<file path="src/rtl/tbus_arbiter.sv">
// Round-robin arbiter for a tribuf-based shared bus: one-hot registered grants,
// a forced all-off turnaround gap between owners, and a capped tenure when others wait.
module tbus_arbiter #(
  parameter int N     = 4,
  parameter int MAXT  = 8,
  parameter int TURNC = 1,
  parameter int IW    = $clog2(N)
) (
  input  logic          CK,
  input  logic          RST,
  input  logic [N-1:0]  REQ,
  output logic [N-1:0]  GNT,
  output logic          BUSY,
  output logic [IW-1:0] OWNER
);

  localparam int CW = $clog2(MAXT + 1);
  localparam int TW = $clog2(TURNC + 1);
  localparam logic [CW-1:0] CNT_MAX   = CW'(MAXT);
  localparam logic [TW-1:0] TURN_LAST = TW'(TURNC - 1);

  localparam logic [1:0] IDLE = 2'd0;
  localparam logic [1:0] OWN  = 2'd1;
  localparam logic [1:0] TURN = 2'd2;

  logic [1:0]    state;
  logic [IW-1:0] ptr;
  logic [CW-1:0] cnt;
  logic [TW-1:0] tcnt;

  logic [2*N-1:0] dbl;
  logic [N-1:0]   rot;
  logic           found;
  logic [IW-1:0]  off;
  logic [IW:0]    sum;
  logic [IW-1:0]  win;
  logic [N-1:0]   win_onehot;

  // Rotate REQ so that index ptr sits at bit 0; the lowest set bit of the
  // rotated vector is the round-robin winner, mapped back modulo N.
  always_comb begin
    dbl   = {REQ, REQ} >> ptr;
    rot   = dbl[N-1:0];
    found = 1'b0;
    off   = '0;
    for (int k = 0; k < N; k++) begin
      if (!found && rot[k]) begin
        found = 1'b1;
        off   = IW'(k);
      end
    end
    sum = {1'b0, ptr} + {1'b0, off};
    if (sum >= (IW+1)'(N))
      sum = sum - (IW+1)'(N);
    win        = sum[IW-1:0];
    win_onehot = N'(1) << win;
  end

  logic          owner_req;
  logic          others_req;
  logic          release_now;
  logic [IW-1:0] next_ptr;

  // GNT is one-hot during OWN, so it doubles as the owner mask.
  always_comb begin
    owner_req   = |(REQ & GNT);
    others_req  = |(REQ & ~GNT);
    release_now = !owner_req || ((cnt == CNT_MAX) && others_req);
    next_ptr    = (OWNER == IW'(N - 1)) ? '0 : OWNER + IW'(1);
  end

  always_ff @(posedge CK) begin
    if (RST) begin
      state <= IDLE;
      GNT   <= '0;
      BUSY  <= 1'b0;
      OWNER <= '0;
      ptr   <= '0;
      cnt   <= '0;
      tcnt  <= '0;
    end else begin
      case (state)
        IDLE: begin
          if (found) begin
            GNT   <= win_onehot;
            BUSY  <= 1'b1;
            OWNER <= win;
            cnt   <= CW'(1);
            state <= OWN;
          end
        end
        OWN: begin
          if (release_now) begin
            GNT   <= '0;
            BUSY  <= 1'b0;
            ptr   <= next_ptr;
            tcnt  <= '0;
            state <= TURN;
          end else if (cnt != CNT_MAX) begin
            cnt <= cnt + CW'(1);
          end
        end
        TURN: begin
          // Requests raised during the gap are still eligible at its last edge.
          if (tcnt != TURN_LAST) begin
            tcnt <= tcnt + TW'(1);
          end else if (found) begin
            GNT   <= win_onehot;
            BUSY  <= 1'b1;
            OWNER <= win;
            cnt   <= CW'(1);
            state <= OWN;
          end else begin
            state <= IDLE;
          end
        end
        default: begin
          GNT   <= '0;
          BUSY  <= 1'b0;
          state <= IDLE;
        end
      endcase
    end
  end

endmodule

</file>
<file path="config.mk">
export PLATFORM = sky130hd
export DESIGN_NAME = tbus_arbiter
export DESIGN_NICKNAME = d
export VERILOG_FILES = /design/src/rtl/tbus_arbiter.sv
export SDC_FILE = /design/constraint.sdc
export NUM_CORES = 1
export LEC_CHECK = 0
export BUFFER_PORTS_ARGS = -buffer_cell sky130_fd_sc_hd__buf_4
export CAP_MARGIN = 20
export CORE_MARGIN = 2
export CORE_UTILIZATION = 45
export CTS_BUF_LIST = sky130_fd_sc_hd__clkbuf_4 sky130_fd_sc_hd__clkbuf_8
export DETAILED_ROUTE_END_ITERATION = 8
export SYNTH_ARGS = -nofsm -noshare
export SYNTH_HDL_FRONTEND = slang
export SYNTH_SLANG_ARGS = --single-unit
</file>
<file path="constraint.sdc">
create_clock -name CK -period 3.5 [get_ports CK]
set_input_delay 0.7 -clock CK [delete_from_list [all_inputs] [get_ports CK]]
set_output_delay 0.7 -clock CK [all_outputs]
set_load 0.01 [all_outputs]
</file>
==> Word level (Yosys, flattened, before mapping) <==
Index checks and enable logic that the tools add are counted.
{ "op_classes": {"n_addsub": 5, "order_cmp": 1, "eq_ne": 10, "shifts": 2, "n_mux": 32, "bitwise": 3, "n_reduce_logical": 21} }
{ "ops": {"columns": ["operator", "n"], "rows": [
  ["2-to-1 mux 4 bit", 7],
  ["one-hot mux 4 bit (3 select lines)", 2],
  ["2-to-1 mux 2 bit", 9],
  ["2-to-1 mux 1 bit", 10],
  ["!= test 2 bit (second input constant)", 5],
  ["bitwise AND 4 bit", 2],
  ["AND reduction 2 bit", 4],
  ["OR reduction 4 bit", 2],
  [">> shifter 8 x 2 -> 4 bit", 1],
  ["one-hot mux 2 bit (3 select lines)", 1],
  ["adder 4 x 1 -> 4 bit (second input constant)", 1],
  ["equality test 2 bit (second input constant)", 2],
  ["equality test 4 bit (second input constant)", 1],
  ["logical AND 1 bit", 4],
  ["zero test 1 bit", 4],
  ["!= test 4 bit (second input constant)", 1],
  ["inverter 4 bit", 1],
  ["one-hot mux 2 bit (2 select lines)", 1],
  ["AND reduction 4 bit", 1],
  ["nonzero test 2 bit", 2],
  ["<< shifter 1 x 2 -> 4 bit (first input constant)", 1],
  ["adder 2 x 2 -> 3 bit", 1],
  [">= comparator 3 bit (second input constant)", 1],
  ["one-hot mux 1 bit (3 select lines)", 1],
  ["9 further kinds", 9]
]} }
{ "word_totals": {"regBits": 16, "inputBits": 6, "output_inout_bits": 7, "word_cells": 81} }

==> Logic depth before layout (Yosys ltp) <==
Gate-level depths: netlist of the first run.
{ "logic_depth": {"depth_word": 18, "mapped_depth": 11, "ltp_nobuf": 10} }

==> Worst setup path before layout of the first run <==
Ideal clock, no wire load.
{ "synth_path": {"path_type": "input to register", "start": "in REQ[0]", "end": "reg GNT[1]", "setup_time_ns": 0.062, "arrival_time_ns": 2.212, "t_required_ns": 3.438, "slack_ns": 1.226, "path_stages": 8, "n_path_buf": 1, "cell_sequence": "buf_6 -> or4_1 -> o2111ai_1 -> ha_1 -> xnor2_1 -> nor4b_1 -> o21ai_0 -> nand3_1"} }
{ "synth_via": {"elab_chain_cells": 18, "elab_cells_between_ends": 31, "cone_classes": "2 x add/sub; 1 x order compare; 1 x eq/ne; 2 x shift; 11 x mux; 2 x bitwise; 12 x reduce/logical"} }
{ "synth_lines": {"columns": ["element", "line_no", "text"], "rows": [
  ["start, declared", "11", "input logic [N-1:0] REQ,"],
  [">> shifter 8 x 2 -> 4 bit", "42", "dbl = {REQ, REQ} >> ptr;"],
  ["2-to-1 mux 1 bit", "47", "if (!found && rot[k]) begin"],
  ["zero test 1 bit", "47", null],
  ["logical AND 1 bit", "47", null],
  ["2-to-1 mux 1 bit", "47", null],
  ["zero test 1 bit", "47", null],
  ["logical AND 1 bit", "47", null],
  ["2-to-1 mux 1 bit", "47", null],
  ["[... 2 more ...]", null, null],
  ["2-to-1 mux 2 bit", "47", null],
  ["adder 2 x 2 -> 3 bit", "52", "sum = {1'b0, ptr} + {1'b0, off};"],
  [">= comparator 3 bit / subtractor 2 x 1 -> 2 bit (equally long branches)", "53, 54", null],
  ["2-to-1 mux 2 bit", "53", "if (sum >= (IW+1)'(N))"],
  ["<< shifter 1 x 2 -> 4 bit", "56", "win_onehot = N'(1) << win;"],
  ["2-to-1 mux 4 bit", "84, 107", null],
  ["2-to-1 mux 4 bit", "105", "if (tcnt != TURN_LAST) begin"],
  ["one-hot mux 4 bit (3 select lines)", "82", "case (state)"],
  ["end signal, assigned", "85", "GNT <= win_onehot;"],
  ["end signal, assigned", "108", "GNT <= win_onehot;"],
  ["end, declared", "12", "output logic [N-1:0] GNT,"]
]} }
Parallel ways exist; a longest one is shown, timed or not. The select of a mux whose other input is x is not followed.
A chain may end at the register's enable or synchronous reset.

==> Worst setup path after layout of the first run <==
Same ends and word-level chain as after synthesis.

==> results.yml, run 1 <==
outcome:
  status: "finished clean"
clocking:
  cts_resized: 0
  clk_pin_slew_ps: 90
  h-tree-depth: 1
  hold_buffers: 0
  cts_setup_buffers: 0
  insertion_delay_ps: 280
  cts.path.max_buffers: 2
  cts_buffers: 3
  cts_tree: "done"
  cts-root-buf: "clkbuf_4"
  clock_sinks: 15
floorplanning:
  die_w_um: 51.19
  dieHeight_um: 51.19
  core_um2: 2148
  ios: 13
  initial_core_util: 0.4665
  rows: 17
  die_area_um2: 2620
finish:
  drive_gt1_frac: 0.1938
  diodes: 0
  final_cells: 157
  fin_util: 0.5218
  final_area_um2: 1121
  layout.nets: 140
  area_growth_pct: 11.86
detailed_routing:
  drcViolationCount: 0
  drt-total-wl_mm: 2.162
  first_iter_violations: 27
  wl_per_cell_um: 13.77
  vias: 908
  viasPerCell: 5.783
  first_pass_iters: 4
  ant_nets: 0
synthesis:
  yosysWarnings: 0
  ys.flop_type: "dfxtp_1"
  syn_inst: 119
  ys_ff_latch: 15
  synth.top_cell.area_share: 0.2996
  syn_avg_cell_area_um2: 8.422
  synthesis.area_um2: 1002
  yosysUniqueCellTypes: 42
  ys_top_cells_by_area: "dfxtp_1, ha_1, nand3_1"
  yosysTopAreaCell: "dfxtp_1"
  synth_edf_count: 0
  synth.net_count: 129
  synthArstFlopShare: 0
  yosysSeqAreaShare: 0.2996
global_routing:
  grt_pass1_vias: 855
  globalRouteMet3Util: 0.03509
  grt_max_degree: 20
  antenna_found_initial: 0
  grtUsageMet2: 0.2987
  grt.total_usage: 0.1827
  use_met1: 0.2373
  top_usage_layer: "met2"
  grt_pass1_wl_mm: 3.643
  grt_overflow: 0
setup_path:
  worst_path_max_delay_cell: "or4_1"
  critical_path_class: "primary input to flop"
  worstPathCellList: "buf_4 -> or4_1 -> o2111ai_1 -> ha_1 -> xnor2_1 -> nor4b_1 -> o21ai_0 -> nand3_1"
  worst-path-max-fanout: 10
  worst_setup_path_start_kind: "primary input"
  cp.arrival_ps: 2500
  worstPathRequired_ps: 3720
  critPathCaptureType: "flop"
  slowest_delay_ps: 510
timing:
  finalHoldViolations: 0
  slew_headroom: 0.5684
  finClkSkew_ps: 3.199
  fin_crit_sh: 0.6521
  fin_ws_ps: 1218
  fmax_mhz: 438.1
  fin_crit_ps: 2282
  rsz0062_at_grt: "no"
  whs_ps: 502.3
  tightest_slew_ps: 647.4
  slew_viol_final: 0
  setup_violations: 0
  tns_ps: 0
power_and_ir_drop:
  finalPower_uw: 484.5
  power.ir.vdd_worst_uv: 293.5
  p_leak_nw: 0.4299
  cellPowerDensity_nw_per_um2: 432.1
place:
  gp_congestion: 0.9790
  io_buffers: 12
  dp_hpwl_mm: 1.656
  placed_cells: 153
  placed_cell_area_um2: 1091
  place_ws_ps: 925.9
run:
  maxCapViolCount: 0
min_path:
  hp-class: "flop to flop"
==> power breakdown <==
part / switching (mW) / internal (mW) / total [mW]
clock network: 0.0526 / 0.0519 / 0.105
registers: 0.0279 / 0.192 / 0.220
logic: 0.0865 / 0.0738 / 0.160
total: 0.167 / 0.317 / 0.484
==> cell usage after synthesis, types with 2 or more instances <==
cell / count
a211oi_1: 2
a21oi_1: 6
a22oi_1: 3
buf_2: 2
dfxtp_1: 15
ha_1: 4
inv_1: 2
mux2i_1: 2
nand2_1: 9
nand3_1: 10
nand3b_1: 4
nor2_1: 12
nor2b_1: 8
nor3_1: 4
nor4_1: 2
nor4b_1: 2
o21ai_0: 5
xor2_1: 3
==> metal layers <==
layer / part of all wire / wire, µm / vias up
met4: 0.018 / 39 / 0
met1: 0.48 / 1028 / 419
li1: - / - / 461
met2: 0.46 / 997 / 22
met5: 0 / 0 / -
met3: 0.045 / 97 / 6
==> logic make-up after synthesis <==
| family | count (synthesis) | share of synthesized area |
|---|---|---|
| flip-flops | 15 | 0.2996 |
| AO/OA/AOI/OAI | 28 | 0.2410 |
| buffers and inverters | 8 | 0.04369 |
| AND/OR/NAND/NOR | 58 | 0.3109 |
| multiplexers | 2 | 0.01998 |
| XOR/XNOR | 4 | 0.03496 |
| adder cells (fa/ha/maj) | 4 | 0.04994 |
==> state kept, by name (all words and copies together), names as in the netlist <==
name and count:
GNT 4, cnt 4, OWNER 2, ptr 2, state 2, BUSY 1
==> layout by cell type (no fill, tap or decap), types with 2 or more instances in the layout <==
master | synthesis | layout
dfxtp_1 | 15 | 15
nor2_1 | 12 | 12
buf_4 | 1 | 12
nand3_1 | 10 | 10
nand2_1 | 9 | 9
nor2b_1 | 8 | 8
a21oi_1 | 6 | 6
o21ai_0 | 5 | 5
nand3b_1 | 4 | 4
nor3_1 | 4 | 4
ha_1 | 4 | 4
clkbuf_4 | 0 | 4
a22oi_1 | 3 | 3
xor2_1 | 3 | 3
inv_1 | 2 | 2
nor4b_1 | 2 | 2
nor4_1 | 2 | 2
a211oi_1 | 2 | 2
mux2i_1 | 2 | 2
==> cell type report <==
type	count	area, µm²
clock buffer	4	30.03
sequential	15	300.3
multi-input combinational	96	658.1
tap	28	35.03
timing repair buffer	12	90.09
inverter	2	7.507
fill	213	1027
==> worst paths after layout <==
path | start | end | slack, ps | cells after the start
setup reg to reg | ptr[0] | GNT[1] | 1310 | 7
hold / removal | OWNER[0] | OWNER[0] | 500 | 2
setup / recovery | REQ[0] | GNT[1] | 1220 | 8
hold reg to reg | OWNER[0] | OWNER[0] | 500 | 2
==> worst max-delay path: cells and delay by family <==
kind / cells / cell delay (ps)
buffers and inverters: 1 / 150
XOR/XNOR: 1 / 120
adder cells (fa/ha/maj): 1 / 240
AND/OR/NAND/NOR: 3 / 1000
AO/OA/AOI/OAI: 2 / 290
No activity file was read; power rests on OpenSTA's default activity.
==> inputs of run 2 (changes only) <==
--- a/config.mk
+++ b/config.mk
@@ -5,12 +5,14 @@
 export SDC_FILE = /design/constraint.sdc
 export NUM_CORES = 1
 export LEC_CHECK = 0
+export ABC_AREA = 1
 export BUFFER_PORTS_ARGS = -buffer_cell sky130_fd_sc_hd__buf_4
 export CAP_MARGIN = 20
 export CORE_MARGIN = 2
 export CORE_UTILIZATION = 45
 export CTS_BUF_LIST = sky130_fd_sc_hd__clkbuf_4 sky130_fd_sc_hd__clkbuf_8
 export DETAILED_ROUTE_END_ITERATION = 8
+export PLACE_DENSITY = 0.68
 export SYNTH_ARGS = -nofsm -noshare
 export SYNTH_HDL_FRONTEND = slang
 export SYNTH_SLANG_ARGS = --single-unit
==> constraint.sdc (replaced) <==
create_clock -name CK -period 1.9 [get_ports CK]
set_input_delay 0.38 -clock CK [delete_from_list [all_inputs] [get_ports CK]]
set_output_delay 0.38 -clock CK [all_outputs]
set_load 0.01 [all_outputs]
==> run 2 against run 1 <==
- sequential power up 130%
- non-clock buffer count up 1
- largest power group is now combinational logic
- global-route usage fell by 0.45 points
- largest cell class unchanged
==> results.yml, run 2 <==
finish:
  diodes: 0
  reg.largest.list: "GNT (4), cnt (4)"
  nFillCells: 204
  area_growth_pct: 21.38
  layout.nets: 167
  seq_area_um2: 305.3
  mostFrequentLayoutCells: "nand2_1, inv_1, nand3_1"
  multiInputGateArea_um2: 541.8
  final_common_cell: "nand2_1"
  drive_gt1_frac: 0.2179
place:
  dp_hpwl_mm: 1.484
  gp_congestion: 0.8274
  place_ws_ps: -12.91
  io_buffers: 12
timing:
  slew_headroom: 0.7881
  fmax_mhz: 564.0
  fin_crit_sh: 0.9332
  fin_crit_ps: 1773
  fin_ws_ps: 126.8
  tightest_slew_ps: 314.5
  setup_violations: 0
  finClkSkew_ps: 2.778
  finalHoldViolations: 0
  slew_viol_final: 0
clocking:
  cts.path.max_buffers: 2
  h-tree-depth: 1
  clk_pin_slew_ps: 100
  cts-root-buf: "clkbuf_4"
  hold_buffers: 0
  cts_buffers: 3
  cts_tree: "done"
  cts_setup_buffers: 0
  clock_sinks: 15
  insertion_delay_ps: 280
power_and_ir_drop:
  finalPower_mw: 1.586
  power.ir.vdd_worst_uv: 744.5
  cellPowerDensity_nw_per_um2: 1469
  p_leak_nw: 0.4992
floorplanning:
  ios: 13
  core_um2: 1922
  dieHeight_um: 48.46
  rows: 16
  die_w_um: 48.46
  initial_core_util: 0.4629
  die_area_um2: 2348
setup_path:
  crit_family: "simple AND/OR/NAND/NOR gates"
  cp_common_cell: "nand3_1"
  slowest_delay_ps: 400
  worst-path-max-fanout: 6
  worst_setup_path_start_kind: "flop"
  r2r-start: "ptr[0]"
  critPathCaptureType: "flop"
  ff2ff_path_depth: 14
  worst_path_max_delay_cell: "dfxtp_4"
  worstPathCellList: "inv_4 -> nand2_2 -> nand3_1 -> nand2_1 -> nand3_1 -> a21boi_2 -> ha_2 -> xor2_2 -> inv_1 -> nand3_1 -> nand2_2 -> inv_2 -> nand2_1 -> a21oi_2"
  cp.arrival_ps: 2000
  r2r_slack_ps: 130
  path_buf_inv: 3
  worstPathRequired_ps: 2130
  critical_path_class: "flop to flop"
  r2r_end: "GNT[0]"
detailed_routing:
  wl_per_cell_um: 10.72
  first_pass_iters: 4
  vias: 894
  first_iter_violations: 16
  viasPerCell: 4.885
  ant_nets: 0
  drcViolationCount: 0
  drt-total-wl_mm: 1.961
global_routing:
  grt_pass1_vias: 831
  grt_pass1_wl_mm: 3.374
  antenna_found_initial: 0
  grt.total_usage: 0.1782
  grt_max_degree: 13
  grt_overflow: 0
synthesis:
  synthArstFlopShare: 0
  ys_top_cells_by_count: "nand2_1, inv_1, nand3_1"
  syn_inst: 140
  synthesis.area_um2: 889.6
  yosysMostFrequentCell: "nand2_1"
  ys_top_cells_by_area: "dfxtp_1, nand2_1, nand3_1"
  yosysSeqAreaShare: 0.3376
  ys_ff_latch: 15
  synth_edf_count: 0
  yosysWarnings: 0
  syn_avg_cell_area_um2: 6.354
  yosysUniqueCellTypes: 16
  synth.top_cell.area_share: 0.3376
  synth.net_count: 150
  ys.flop_type: "dfxtp_1"
  yosysTopAreaCell: "dfxtp_1"
outcome:
  status: "finished clean"
min_path:
  worstHoldStart: "RST"
  hold_path_end: "GNT[0]"
  whs_path_depth: 2
  hp-class: "primary input to flop"
run:
  maxCapViolCount: 0
## run 2: changes by cell type in the layout (fill, tap and decap cells not counted), moves of 3 or more
cell,delta
a22oi_1,-3
nand2_1,+35
a21oi_1,+6
nor2b_1,-8
nand3b_1,-4
nand2_2,+7
inv_1,+14
nor3_1,-4
nand3_1,+6
## run 2: cell type report
class	instances	area share
Multi-Input combinational cell	105	0.5017
Tap cell	27	0.03129
Inverter	19	0.06837
Timing Repair Buffer	13	0.09038
Clock inverter	1	0.004635
Sequential cell	15	0.2827
Clock buffer	3	0.02086
## run 2: per-layer routing
metal / share of wire / GRT usage / wire length [µm]
met5: 0 / 0 / 0
met4: 0.0071 / 0.05238 / 14
met3: 0.070 / 0.05556 / 137
met2: 0.44 / 0.2870 / 865
met1: 0.48 / 0.2300 / 942
## run 2: how the worst max path moves through the flow
stage	start	endpoint	depth (start not counted)	slack (ps)
2_1_floorplan	ptr[0]	GNT[1]	14	180
3_3_place_gp	REQ[1]	GNT[1]	14	40
3_5_place_dp	ptr[0]	GNT[1]	14	-10
4_1_cts	ptr[0]	GNT[1]	14	40
5_1_grt	ptr[0]	GNT[0]	14	-10
6_report	ptr[0]	GNT[0]	14	130
## run 2: power by group
group	switching, mW	leakage [nW]	internal [mW]
logic	0.551	0.357	0.341
clock network	0.110	0.0177	0.0781
registers	0.0953	0.124	0.411
## run 2: through the flow
step / utilization / cells / hold slack (ps) / instance area [µm²] / TNS [ps]
5_1_grt: 0.5618 / 183 / 327.1 / 1080 / -13.61
3_3_place_gp: 0.5293 / 179 / 451.3 / 1017 / 0
4_1_cts: 0.5443 / 183 / 338.7 / 1046 / 0
6_report: 0.5618 / 183 / 330.2 / 1080 / 0
2_1_floorplan: - / 140 / 449.1 / 889.6 / 0
3_5_place_dp: 0.5293 / 179 / 456.1 / 1017 / -23.65
## run 2: timing repair
item	CTS	global route
pin swaps	0	1
endpoints found under the setup margin	2	5
resized for setup	1	13
## run 2: cell families after synthesis
kind of cell,synth area share
buffers and inverters,0.08439
adder cells (fa/ha/maj),0.05626
AND/OR/NAND/NOR,0.3699
XOR/XNOR,0.02954
flip-flops,0.3376
AO/OA/AOI/OAI,0.1224
==> inputs of run 3 (changes only) <==
--- a/config.mk
+++ b/config.mk
@@ -5,14 +5,13 @@
 export SDC_FILE = /design/constraint.sdc
 export NUM_CORES = 1
 export LEC_CHECK = 0
-export ABC_AREA = 1
 export BUFFER_PORTS_ARGS = -buffer_cell sky130_fd_sc_hd__buf_4
 export CAP_MARGIN = 20
 export CORE_MARGIN = 2
 export CORE_UTILIZATION = 45
 export CTS_BUF_LIST = sky130_fd_sc_hd__clkbuf_4 sky130_fd_sc_hd__clkbuf_8
 export DETAILED_ROUTE_END_ITERATION = 8
-export PLACE_DENSITY = 0.68
 export SYNTH_ARGS = -nofsm -noshare
 export SYNTH_HDL_FRONTEND = slang
 export SYNTH_SLANG_ARGS = --single-unit
+export TNS_END_PERCENT = 100
==> constraint.sdc (replaced) <==
create_clock -name CK -period 2.3 [get_ports CK]
set_input_delay 0.46 -clock CK [delete_from_list [all_inputs] [get_ports CK]]
set_output_delay 0.46 -clock CK [all_outputs]
set_load 0.01 [all_outputs]
==> run 3 against run 2 <==
- total power down 54%
- count of clock-buffer cells in the layout unchanged
- highest routed layer unchanged
- register-to-register slack better by 110 ps
- fmax down 14%
- cell area up 5.6%
- sequential share of layout area down 1.9 points
- critical path depth down 7
- hold slack better by 140 ps
- non-clock buffer count up 1
- sequential power down 36%
==> results.yml, run 3 (synthesis results as in run 1) <==
timing:
  slew_viol_final: 0
  fmax_mhz: 485.5
  tns_ps: 0
  slew_headroom: 0.5551
  tightest_slew_ps: 667.3
  fin_crit_ps: 2060
  finClkSkew_ps: 17.16
  rsz0062_at_grt: "no"
  fin_crit_sh: 0.8956
  setup_violations: 0
  fin_ws_ps: 240.1
  finalHoldViolations: 0
place:
  gp_congestion: 0.8792
  place_ws_ps: 25.40
  dp_hpwl_mm: 1.640
  io_buffers: 12
detailed_routing:
  first_pass_iters: 4
  viasPerCell: 5.730
  vias: 911
  wl_per_cell_um: 13.56
  drt-total-wl_mm: 2.156
  first_iter_violations: 8
  drcViolationCount: 0
  ant_nets: 0
clocking:
  hold_buffers: 0
  clk_pin_slew_ps: 100
  cts_tree: "done"
  cts_setup_buffers: 0
  cts-root-buf: "clkbuf_4"
  clock_sinks: 15
  cts.path.max_buffers: 2
  insertion_delay_ps: 290
  cts_buffers: 3
  h-tree-depth: 1
finish:
  mostFrequentLayoutCells: "dfxtp_1, buf_4, nor2_1"
  drive_gt1_frac: 0.2137
  final_common_cell: "dfxtp_1"
  area_growth_pct: 13.73
  diodes: 0
  layout.nets: 142
  reg.largest.list: "GNT (4), cnt (4)"
floorplanning:
  rows: 17
  dieHeight_um: 51.19
  core_um2: 2148
  ios: 13
  die_w_um: 51.19
  die_area_um2: 2620
  initial_core_util: 0.4665
setup_path:
  worst_setup_path_start_kind: "flop"
  critical_path_class: "flop to flop"
  worst-path-max-fanout: 11
  cp.arrival_ps: 2300
  critPathCaptureType: "flop"
  worstPathRequired_ps: 2540
outcome:
  status: "finished clean"
global_routing:
  grt_max_degree: 20
  grt_pass1_wl_mm: 3.622
  grt_overflow: 0
  grt.total_usage: 0.1797
  antenna_found_initial: 0
  grt_pass1_vias: 841
power_and_ir_drop:
  power.ir.vdd_worst_uv: 320.9
  finalPower_uw: 736.4
  cellPowerDensity_nw_per_um2: 646.0
  p_leak_nw: 0.4405
run:
  maxCapViolCount: 0
min_path:
  hp-class: "primary input to flop"
==> run 3: changes by cell type in the layout (fill, tap and decap cells not counted), sizes merged, moves of 4 or more <==
cell    change
a21oi       -7
inv        -17
nand2      -42
nand3       -6
nand3b      +4
nor2b       +8
nor3        +4
==> run 3: worst paths after layout <==
check             endpoint  depth (start not counted)     start  slack [ps]
hold / removal      cnt[1]                          2       RST         470
setup / recovery    GNT[1]                          7    ptr[0]         240
hold reg to reg   OWNER[0]                          2  OWNER[0]         500
setup reg to reg    GNT[1]                          7    ptr[0]         240
==> run 3: routing by layer <==
metal | GRT usage | vias up | wire length [µm]
met4 | 0.1036 | 0 | 54
met1 | 0.2323 | 424 | 1032
met5 | 0 | - | 0
li1 | - | 464 | -
met3 | 0.02339 | 7 | 65
met2 | 0.2857 | 16 | 1003
==> run 3: critical path: stages, from the launching register on <==
cell       delay (ps)
dfxtp_1           410
or4_1             550
o2111ai_1          90
ha_1              240
xor2_1            110
nor4b_1           350
nand3_1           170
nand3_1           110
==> run 3: metrics by stage <==
step / utilization / std cells / area (µm²) / hold WS (ps)
global route: 0.5306 / 159 / 1140 / 493.5
floorplan: - / 119 / 1002 / 485.7
CTS: 0.5277 / 159 / 1134 / 471.1
global placement: 0.5149 / 155 / 1106 / 491.3
finish: 0.5306 / 159 / 1140 / 470.9
detailed placement: 0.5149 / 155 / 1106 / 489.6
==> run 3: final cells by class <==
| type | count | area, µm² |
|---|---|---|
| inverter | 2 | 7.507 |
| clock buffer | 3 | 22.52 |
| multi-input combinational | 96 | 664.4 |
| clock inverter | 1 | 5.005 |
| tap | 28 | 35.03 |
| fill | 217 | 1008 |
| sequential | 15 | 300.3 |
| timing repair buffer | 14 | 105.1 |
==> run 3: where the power goes <==
| part | leakage, nW | switching (mW) | internal, mW |
|---|---|---|---|
| Sequential | 0.123 | 0.0345 | 0.292 |
| Combinational | 0.300 | 0.139 | 0.117 |
| Clock | 0.0177 | 0.0886 | 0.0646 |
| Total | 0.440 | 0.263 | 0.474 |
==> run 3: repair_timing <==
action,CTS,global route
resized for setup,0,1
endpoints found under the hold margin,0,0
endpoints found under the setup margin,0,1
